==> src/rtl/eth_tx_arbiter.sv <==
// eth_tx_arbiter: two-requester round-robin arbiter feeding one RMII frame transmitter.
//
// A requester that wins arbitration owns the transmitter for one whole frame. Its beats go out
// on tx_data one cycle after acceptance. Frames that underrun (the owner drops valid mid-frame)
// or run past MAX_BEATS are drained to their last beat without being forwarded. Once the
// transmitter reports idle, a fixed inter-frame gap is inserted before the next grant.
//
// Ports
//   clk, rstn                  clock and asynchronous active-low reset
//   reqN_valid/data/last       payload beat from requester N (N = 0, 1)
//   reqN_ready                 beat from requester N accepted this cycle
//   tx_busy                    frame transmitter still emitting a frame
//   tx_valid, tx_data          registered payload beat to the transmitter
//   grant                      one-hot owner of the transmitter, 00 when none
//   underrun_count             saturating count of frames aborted by a valid drop
//   oversize_count             saturating count of frames truncated at MAX_BEATS
`timescale 1ns/1ps
module eth_tx_arbiter #(
    parameter int unsigned W          = 2,
    parameter int unsigned IFG_CYCLES = 48,
    parameter int unsigned MAX_BEATS  = 6000
) (
    input  logic         clk,
    input  logic         rstn,
    input  logic         req0_valid,
    input  logic [W-1:0] req0_data,
    input  logic         req0_last,
    output logic         req0_ready,
    input  logic         req1_valid,
    input  logic [W-1:0] req1_data,
    input  logic         req1_last,
    output logic         req1_ready,
    input  logic         tx_busy,
    output logic         tx_valid,
    output logic [W-1:0] tx_data,
    output logic [1:0]   grant,
    output logic [7:0]   underrun_count,
    output logic [7:0]   oversize_count
);

    localparam int unsigned BeatW = $clog2(MAX_BEATS + 1);
    localparam int unsigned GapW  = (IFG_CYCLES > 0) ? $clog2(IFG_CYCLES + 1) : 1;

    typedef enum logic [2:0] {
        StIdle,
        StSend,
        StFlush,
        StWaitDone,
        StGap
    } state_e;

    state_e           state_q, state_d;
    logic [1:0]       grant_q, grant_d;
    // 0: req0 wins the next contention, 1: req1 wins it.
    logic             rr_q, rr_d;
    logic [BeatW-1:0] beat_q, beat_d;
    logic [GapW-1:0]  gap_q, gap_d;
    logic             tx_valid_q, tx_valid_d;
    logic [W-1:0]     tx_data_q, tx_data_d;
    logic [7:0]       underrun_q, underrun_d;
    logic [7:0]       oversize_q, oversize_d;

    logic             in_xfer;
    logic             own_valid;
    logic [W-1:0]     own_data;
    logic             own_last;

    // The granted requester sees ready in both SEND and FLUSH; tx_busy never reaches ready.
    assign in_xfer    = (state_q == StSend) || (state_q == StFlush);
    assign req0_ready = in_xfer & grant_q[0];
    assign req1_ready = in_xfer & grant_q[1];

    assign own_valid  = grant_q[1] ? req1_valid : req0_valid;
    assign own_data   = grant_q[1] ? req1_data  : req0_data;
    assign own_last   = grant_q[1] ? req1_last  : req0_last;

    always_comb begin
        state_d    = state_q;
        grant_d    = grant_q;
        rr_d       = rr_q;
        beat_d     = beat_q;
        gap_d      = gap_q;
        tx_valid_d = 1'b0;
        tx_data_d  = tx_data_q;
        underrun_d = underrun_q;
        oversize_d = oversize_q;

        unique case (state_q)
            StIdle: begin
                if (!tx_busy && (req0_valid || req1_valid)) begin
                    // A lone requester wins regardless of the pointer.
                    if (req0_valid && (!req1_valid || !rr_q)) begin
                        grant_d = 2'b01;
                    end else begin
                        grant_d = 2'b10;
                    end
                    beat_d  = '0;
                    state_d = StSend;
                end
            end
            StSend: begin
                if (own_valid) begin
                    tx_valid_d = 1'b1;
                    tx_data_d  = own_data;
                    beat_d     = beat_q + BeatW'(1);
                    if (own_last) begin
                        state_d = StWaitDone;
                    end else if (beat_q == BeatW'(MAX_BEATS - 1)) begin
                        // The MAX_BEATS-th beat is still forwarded; the rest is drained.
                        state_d = StFlush;
                        if (oversize_q != 8'hff) begin
                            oversize_d = oversize_q + 8'd1;
                        end
                    end
                end else begin
                    state_d = StFlush;
                    if (underrun_q != 8'hff) begin
                        underrun_d = underrun_q + 8'd1;
                    end
                end
            end
            StFlush: begin
                if (own_valid && own_last) begin
                    state_d = StWaitDone;
                end
            end
            StWaitDone: begin
                if (!tx_busy) begin
                    gap_d   = GapW'(IFG_CYCLES);
                    state_d = StGap;
                end
            end
            StGap: begin
                if (gap_q == '0) begin
                    grant_d = 2'b00;
                    rr_d    = grant_q[0];
                    state_d = StIdle;
                end else begin
                    gap_d = gap_q - GapW'(1);
                end
            end
            default: begin
                state_d = StIdle;
                grant_d = 2'b00;
            end
        endcase
    end

    always_ff @(posedge clk or negedge rstn) begin
        if (!rstn) begin
            state_q    <= StIdle;
            grant_q    <= 2'b00;
            rr_q       <= 1'b0;
            beat_q     <= '0;
            gap_q      <= '0;
            tx_valid_q <= 1'b0;
            tx_data_q  <= '0;
            underrun_q <= 8'd0;
            oversize_q <= 8'd0;
        end else begin
            state_q    <= state_d;
            grant_q    <= grant_d;
            rr_q       <= rr_d;
            beat_q     <= beat_d;
            gap_q      <= gap_d;
            tx_valid_q <= tx_valid_d;
            tx_data_q  <= tx_data_d;
            underrun_q <= underrun_d;
            oversize_q <= oversize_d;
        end
    end

    assign tx_valid       = tx_valid_q;
    assign tx_data        = tx_data_q;
    assign grant          = grant_q;
    assign underrun_count = underrun_q;
    assign oversize_count = oversize_q;

endmodule

==> config.mk <==
export PLATFORM = sky130hd
export DESIGN_NAME = eth_tx_arbiter
export DESIGN_NICKNAME = d
export VERILOG_FILES = /design/src/rtl/eth_tx_arbiter.sv
export SDC_FILE = /design/constraint.sdc
export NUM_CORES = 1
export LEC_CHECK = 0
export BUFFER_PORTS_ARGS = -buffer_cell sky130_fd_sc_hd__buf_2
export CELL_PAD_IN_SITES_DETAIL_PLACEMENT = 0
export CELL_PAD_IN_SITES_GLOBAL_PLACEMENT = 1
export CORE_MARGIN = 1
export CORE_UTILIZATION = 45
export CTS_CLUSTER_DIAMETER = 100
export DETAILED_ROUTE_END_ITERATION = 7
export GPL_TIMING_DRIVEN = 0
export PLACE_DENSITY_LB_ADDON = 0.1
export SLEW_MARGIN = 0
export SYNTH_ARGS = -nofsm -noshare
export SYNTH_HDL_FRONTEND = slang
export SYNTH_SLANG_ARGS = --single-unit
==> constraint.sdc <==
create_clock -name clk -period 5 [get_ports clk]
set_input_delay 1 -clock clk [delete_from_list [all_inputs] [get_ports clk]]
set_output_delay 1 -clock clk [all_outputs]
set_load 0.01 [all_outputs]
# --- After elaboration in Yosys (flattened, before gate mapping) ---
# Cells that the tools add are included.
totals:
  register_bits: 44
  output_inout_bits: 23
  inputBits: 11
  wordCells: 77
classes:
  reduce_logical: 22
  eq_ne: 14
  addsub: 4
  n_mux: 23
  bitwise: 5
op_table:
  columns: ["operator", "count"]
  rows:
  - ["13-bit two-way mux", 2]
  - ["13-bit case mux with 2 select lines", 1]
  - ["3-bit two-way mux", 7]
  - ["8-bit by 1-bit adder with 8-bit output (second input constant)", 2]
  - ["8-bit != test (second input constant)", 2]
  - ["3-bit case mux with 5 select lines", 1]
  - ["13-bit by 1-bit adder with 13-bit output (second input constant)", 1]
  - ["13-bit equality test (second input constant)", 1]
  - ["6-bit two-way mux", 2]
  - ["6-bit case mux with 2 select lines", 1]
  - ["3-bit AND reduction", 4]
  - ["2-bit != test (second input constant)", 5]
  - ["5-bit AND reduction", 2]
  - ["2-bit two-way mux", 4]
  - ["3-bit by 2-bit equality test with 1-bit output (second input constant)", 2]
  - ["6-bit logical NOT", 1]
  - ["2-bit case mux with 3 select lines", 1]
  - ["6-bit by 1-bit subtractor with 6-bit output (second input constant)", 1]
  - ["1-bit two-way mux", 4]
  - ["4-bit by 3-bit != test with 1-bit output (second input constant)", 1]
  - ["2-bit AND reduction", 2]
  - ["2-bit nonzero test", 2]
  - ["3-bit by 1-bit equality test with 1-bit output (second input constant)", 1]
  - ["3-bit equality test (second input constant)", 1]
  - ["other kinds (8)", 17]

# --- Depth between registers and ports, before layout ---
logic_depth:
  ltp_word: 6
  ltp_mapped: 6
  depth_no_buf: 6

# --- Worst setup path before layout ---
# OpenSTA, ideal clock, no wires.
synth_path:
  kind: "input -> register"
  startpoint: "input req1_valid"
  endpoint: "register oversize_q[1], in the netlist oversize_count[1]"
  slack_ps: 2829
  stages: 4
  path_buffers: 0
  t_arrival_ps: 2046
  setup_time_ps: 125
  required_time_ps: 4875
  cell_sequence: "mux2_2 > nand3_1 > nor3_1 > mux2_2"
synth_via:
  elab_chain_cells: 2
synth_rtl:
  columns: ["element", "line_no", "source"]
  rows:
  - ["start, declared", "29", "input logic req1_valid,"]
  - ["1-bit two-way mux", "73", "assign own_valid = grant_q[1] ? req1_valid : req0_valid;"]
  - ["5-bit AND reduction (no source line)", null, null]
  - ["end signal, assigned", "169", "oversize_q <= oversize_d;"]
  - ["end, declared", "61", "logic [7:0] oversize_q, oversize_d;"]
# Every way passes these cells.
# A chain may end at the register's enable or synchronous reset.

# --- Final worst setup path ---
layout_path:
  startpoint: "register state_q[2]"
  endpoint: "output req0_ready"
layout_via:
  elab_chain_cells: 3
  word_cells_on_any_way: 4
  cone_classes: "2 x eq/ne; 1 x bitwise; 1 x reduce/logical"
layout_rtl:
  columns: ["element", "line_no", "source"]
  rows:
  - ["start, declared", "52", "state_e state_q, state_d;"]
  - ["start signal, assigned", "151", "state_q <= StIdle;"]
  - ["start signal, assigned", "161", "state_q <= state_d;"]
  - ["3-bit by 1-bit equality test with 1-bit output / 3-bit by 2-bit equality test with 1-bit output (equally long branches)", "69", "assign in_xfer = (state_q == StSend) || (state_q == StFlush);"]
  - ["1-bit logical OR (*)", "69", null]
  - ["1-bit AND (*)", "70", "assign req0_ready = in_xfer & grant_q[0];"]
  - ["end, declared", "28", "output logic req0_ready,"]
# Mark *: on every way between the ends. The rest lies on a longest branch, timed or not.

==> out/qor.csv <==
stage,metric,value,unit
timing,rsz0062_at_grt,no,
synthesis,synth-xor-area-share,8.12,%
final_layout,final_nets,292,
routing,dr.pass1.iters,4,
timing,post-route-period-util,51.0,%
placed_design,io_buffer_count,33,
routing,drt_iter0_drc,74,
setup_path,worstSetupStartpointType,flop,
timing,setup-tns-final,0,ns
synthesis,postSynthAreaPerCell,10.1,µm²
global_route,track_usage,18.4,%
synthesis,netlist_area,2370,µm²
min_path,min_path_type,flop to flop,
final_layout,fill_cells,487,
final_layout,layout_common_cells,"dfrtp_1, buf_2, nand2_1",
synthesis,synth_top_area_share,46.4,%
global_route,grt_first_pass_wirelength,7750,µm
power,ir_drop,285,µV
die,start_util,46.4,%
routing,routed_wl,4670,µm
die,pin_count,34,
synthesis,yosys.area_share.simple,25.7,%
final_layout,diodes,0,
synthesis,synth_mux_area_share,4.85,%
routing,via_per_inst,5.36,
global_route,grt_pass1_vias,1638,
synthesis,synth-seq-cells,44,
power,power_density,431,nW/µm²
setup_path,slowest_delay,0.49,ns
placed_design,gp_congestion,0.753,
synthesis,yosys-top-cells-area,"dfrtp_1, xor2_1, nand2_1",
clock_tree,cts_sinks,44,
placed_design,dpl_cell_area,2630,µm²
clock_tree,cts_tree,yes,
setup_path,crit_fanout,10,
power,combPwrFrac,35.7,%
synthesis,yosys.area.top_type,dfrtp_1,
timing,fmax,0.392,GHz
routing,drtAntennaViolNets,0,
die,die_y,74.6,µm
global_route,gr-total-overflow,0,
synthesis,ys_types,46,
timing,hold_violations,0,
synthesis,synthFlopType,dfrtp_1,
final_layout,layout-drive-gt1-share,20.6,%
global_route,grt_use_met3,3.66,%
clock_tree,tritoncts.num_buffers,5,
global_route,met1_usage,25.8,%
synthesis,synthArstFlopShare,100,%
setup_path,crit_chain,clkbuf_1 -> nor2_1 -> and2_1 -> buf_2,
synthesis,synth_seq_area_share,46.4,%
synthesis,synth_edf_count,0,
clock_tree,htree_levels,2,
die,row_count,26,
outcome,outcome,finished clean,
power,power.switching,424,µW
final_layout,design_area,2740,µm²
global_route,grt_busiest_layer,met2,
die,dieWidth,74.6,µm
synthesis,yosys_warnings,0,
clock_tree,post-cts-setup-buffer-count,0,
setup_path,cp_slowest_cell,dfrtp_1,
routing,vias,1861,
die,die-area,5570,µm²
timing,post-route-min-period,2.55,ns
routing,avgRoutedWirePerCell,13.4,µm
clock_tree,path_clk_slew,0.09,ns
synthesis,synth_cells,236,
final_layout,final_common_cell,dfrtp_1,
clock_tree,clk_path_buf_depth,2,
clock_tree,root_buffer,clkbuf_8,
power,seq_power_share,41.1,%
final_layout,area_growth,15.3,%
clock_tree,cts_resized,0,
power,power.internal,756,µW
placed_design,dpl.hpwl,3290,µm
clock_tree,insertion_delay,0.30,ns
routing,drcViolationCount,0,
job,cap_violations,0,
timing,slew_headroom,32.1,%
synthesis,syn_nets,252,
setup_path,endpoint_kind,output pin,
setup_path,crit_type,flop to output pin,
timing,worst_pin_slew,1.00,ns
global_route,antenna_found_initial,0,
synthesis,synthAdderAreaFrac,2.64,%
power,leakage,0.00132,µW
clock_tree,ctsHoldBuffers,0,
power,swShare,36.0,%
synthesis,synth_top_family_by_area,simple AND/OR/NAND/NOR gates,
die,core-area,5110,µm²
timing,finalMaxSlewViolations,0,
timing,final-setup-viol-count,0,
synthesis,synth-compound-area-share,9.07,%
setup_path,arrival,1.55,ns
setup_path,critPathRequiredTime,4.00,ns
timing,clock_skew,0.00351,ns
global_route,grt_use_met2,28.2,%
power,p_clk_share,23.2,%
global_route,grt_max_degree,45,
## cell families (layout without fill, tap and decap cells)
kind of cell / after synthesis / after routing
xor gates and xnor gates: 22 / 22
AOI/OAI and AO/OA: 33 / 33
adders and majority gates: 5 / 5
and+or+nand+nor: 106 / 106
buffers and inverters: 15 / 56
DFF: 44 / 44
muxes: 11 / 11
## worst max-delay path: cells and delay by family, from the launching register on
family                 cells  cell delay, ns
AND/OR/NAND/NOR            2            0.26
flip-flops                 1            0.49
buffers and inverters      2            0.50
## layout make-up
type / count / area (µm²) / share of cell area, %
Timing Repair Buffer: 33 / 165 / 6.04
Clock buffer: 5 / 68.8 / 2.51
Tap cell: 70 / 87.6 / 3.20
Inverter: 7 / 26.3 / 0.960
Buffer: 8 / 50.0 / 1.83
Sequential cell: 44 / 1100 / 40.2
Clock inverter: 3 / 42.5 / 1.55
Multi-Input combinational cell: 177 / 1190 / 43.7
## through the flow
step	std cells	setup slack, ns	power [µW]	utilization [%]	hold slack (ns)
after floorplan	236	2.83	796	-	0.447
after global placement	339	2.42	912	51.4	0.460
after detailed placement	339	2.42	915	51.4	0.472
after CTS	347	2.43	1200	53.6	0.489
after global routing	347	2.33	1270	53.6	0.515
final	347	2.45	1180	53.6	0.485
## per-layer routing
metal,wire length [µm],up-vias
li1,-,932
met1,2420,885
met2,2030,39
met3,159,5
met4,53,0
met5,0,-
## synthesized netlist by cell type, types with 2 or more instances
cell and instances:
xnor2_1 9, and3_1 8, nand4_1 3, a211o_1 2, and2_1 3, nand3b_1 2, mux2_2 4, o211ai_1 2
or3_1 2, o21ai_0 9, nor2_1 16, ha_1 5, nand2_1 21, nor3_1 6, o31ai_1 5, a21oi_1 8
nor4b_1 3, a211oi_1 2, clkbuf_1 4, nand3_1 15, nand2b_1 2, nor3b_1 2, xor2_1 13, inv_1 7
dfrtp_1 44, mux2i_1 7, or4_1 5, buf_6 2, nor4_1 8
## worst paths after layout
path                                          end               from  slack [ns]  cells past startpoint
max in group asynchronous       underrun_count[1]               rstn        3.55                      1
worst max register to register  oversize_count[1]          beat_q[4]        2.88                      5
worst max-delay path                   req0_ready         state_q[2]        2.45                      4
worst min register to register  oversize_count[5]  oversize_count[5]        0.49                      1
worst min-delay path            oversize_count[5]  oversize_count[5]        0.49                      1
min in group asynchronous               beat_q[9]               rstn        0.85                      1
## sequential cells by signal (all words and copies together) (netlist names)
name / cells
state_q: 3
grant: 2
underrun_count: 8
tx_valid: 1
beat_q: 13
tx_data: 2
rr_q: 1
gap_q: 6
oversize_count: 8
## power groups by stage
stage | Sequential (µW) | Clock, µW | Combinational (µW)
after global placement | 491 | 0 | 421
after floorplan | 497 | 0 | 299
final | 485 | 274 | 422
after detailed placement | 491 | 0 | 424
after global routing | 496 | 293 | 479
after CTS | 485 | 284 | 427
No activity file was read; power rests on OpenSTA's default activity.
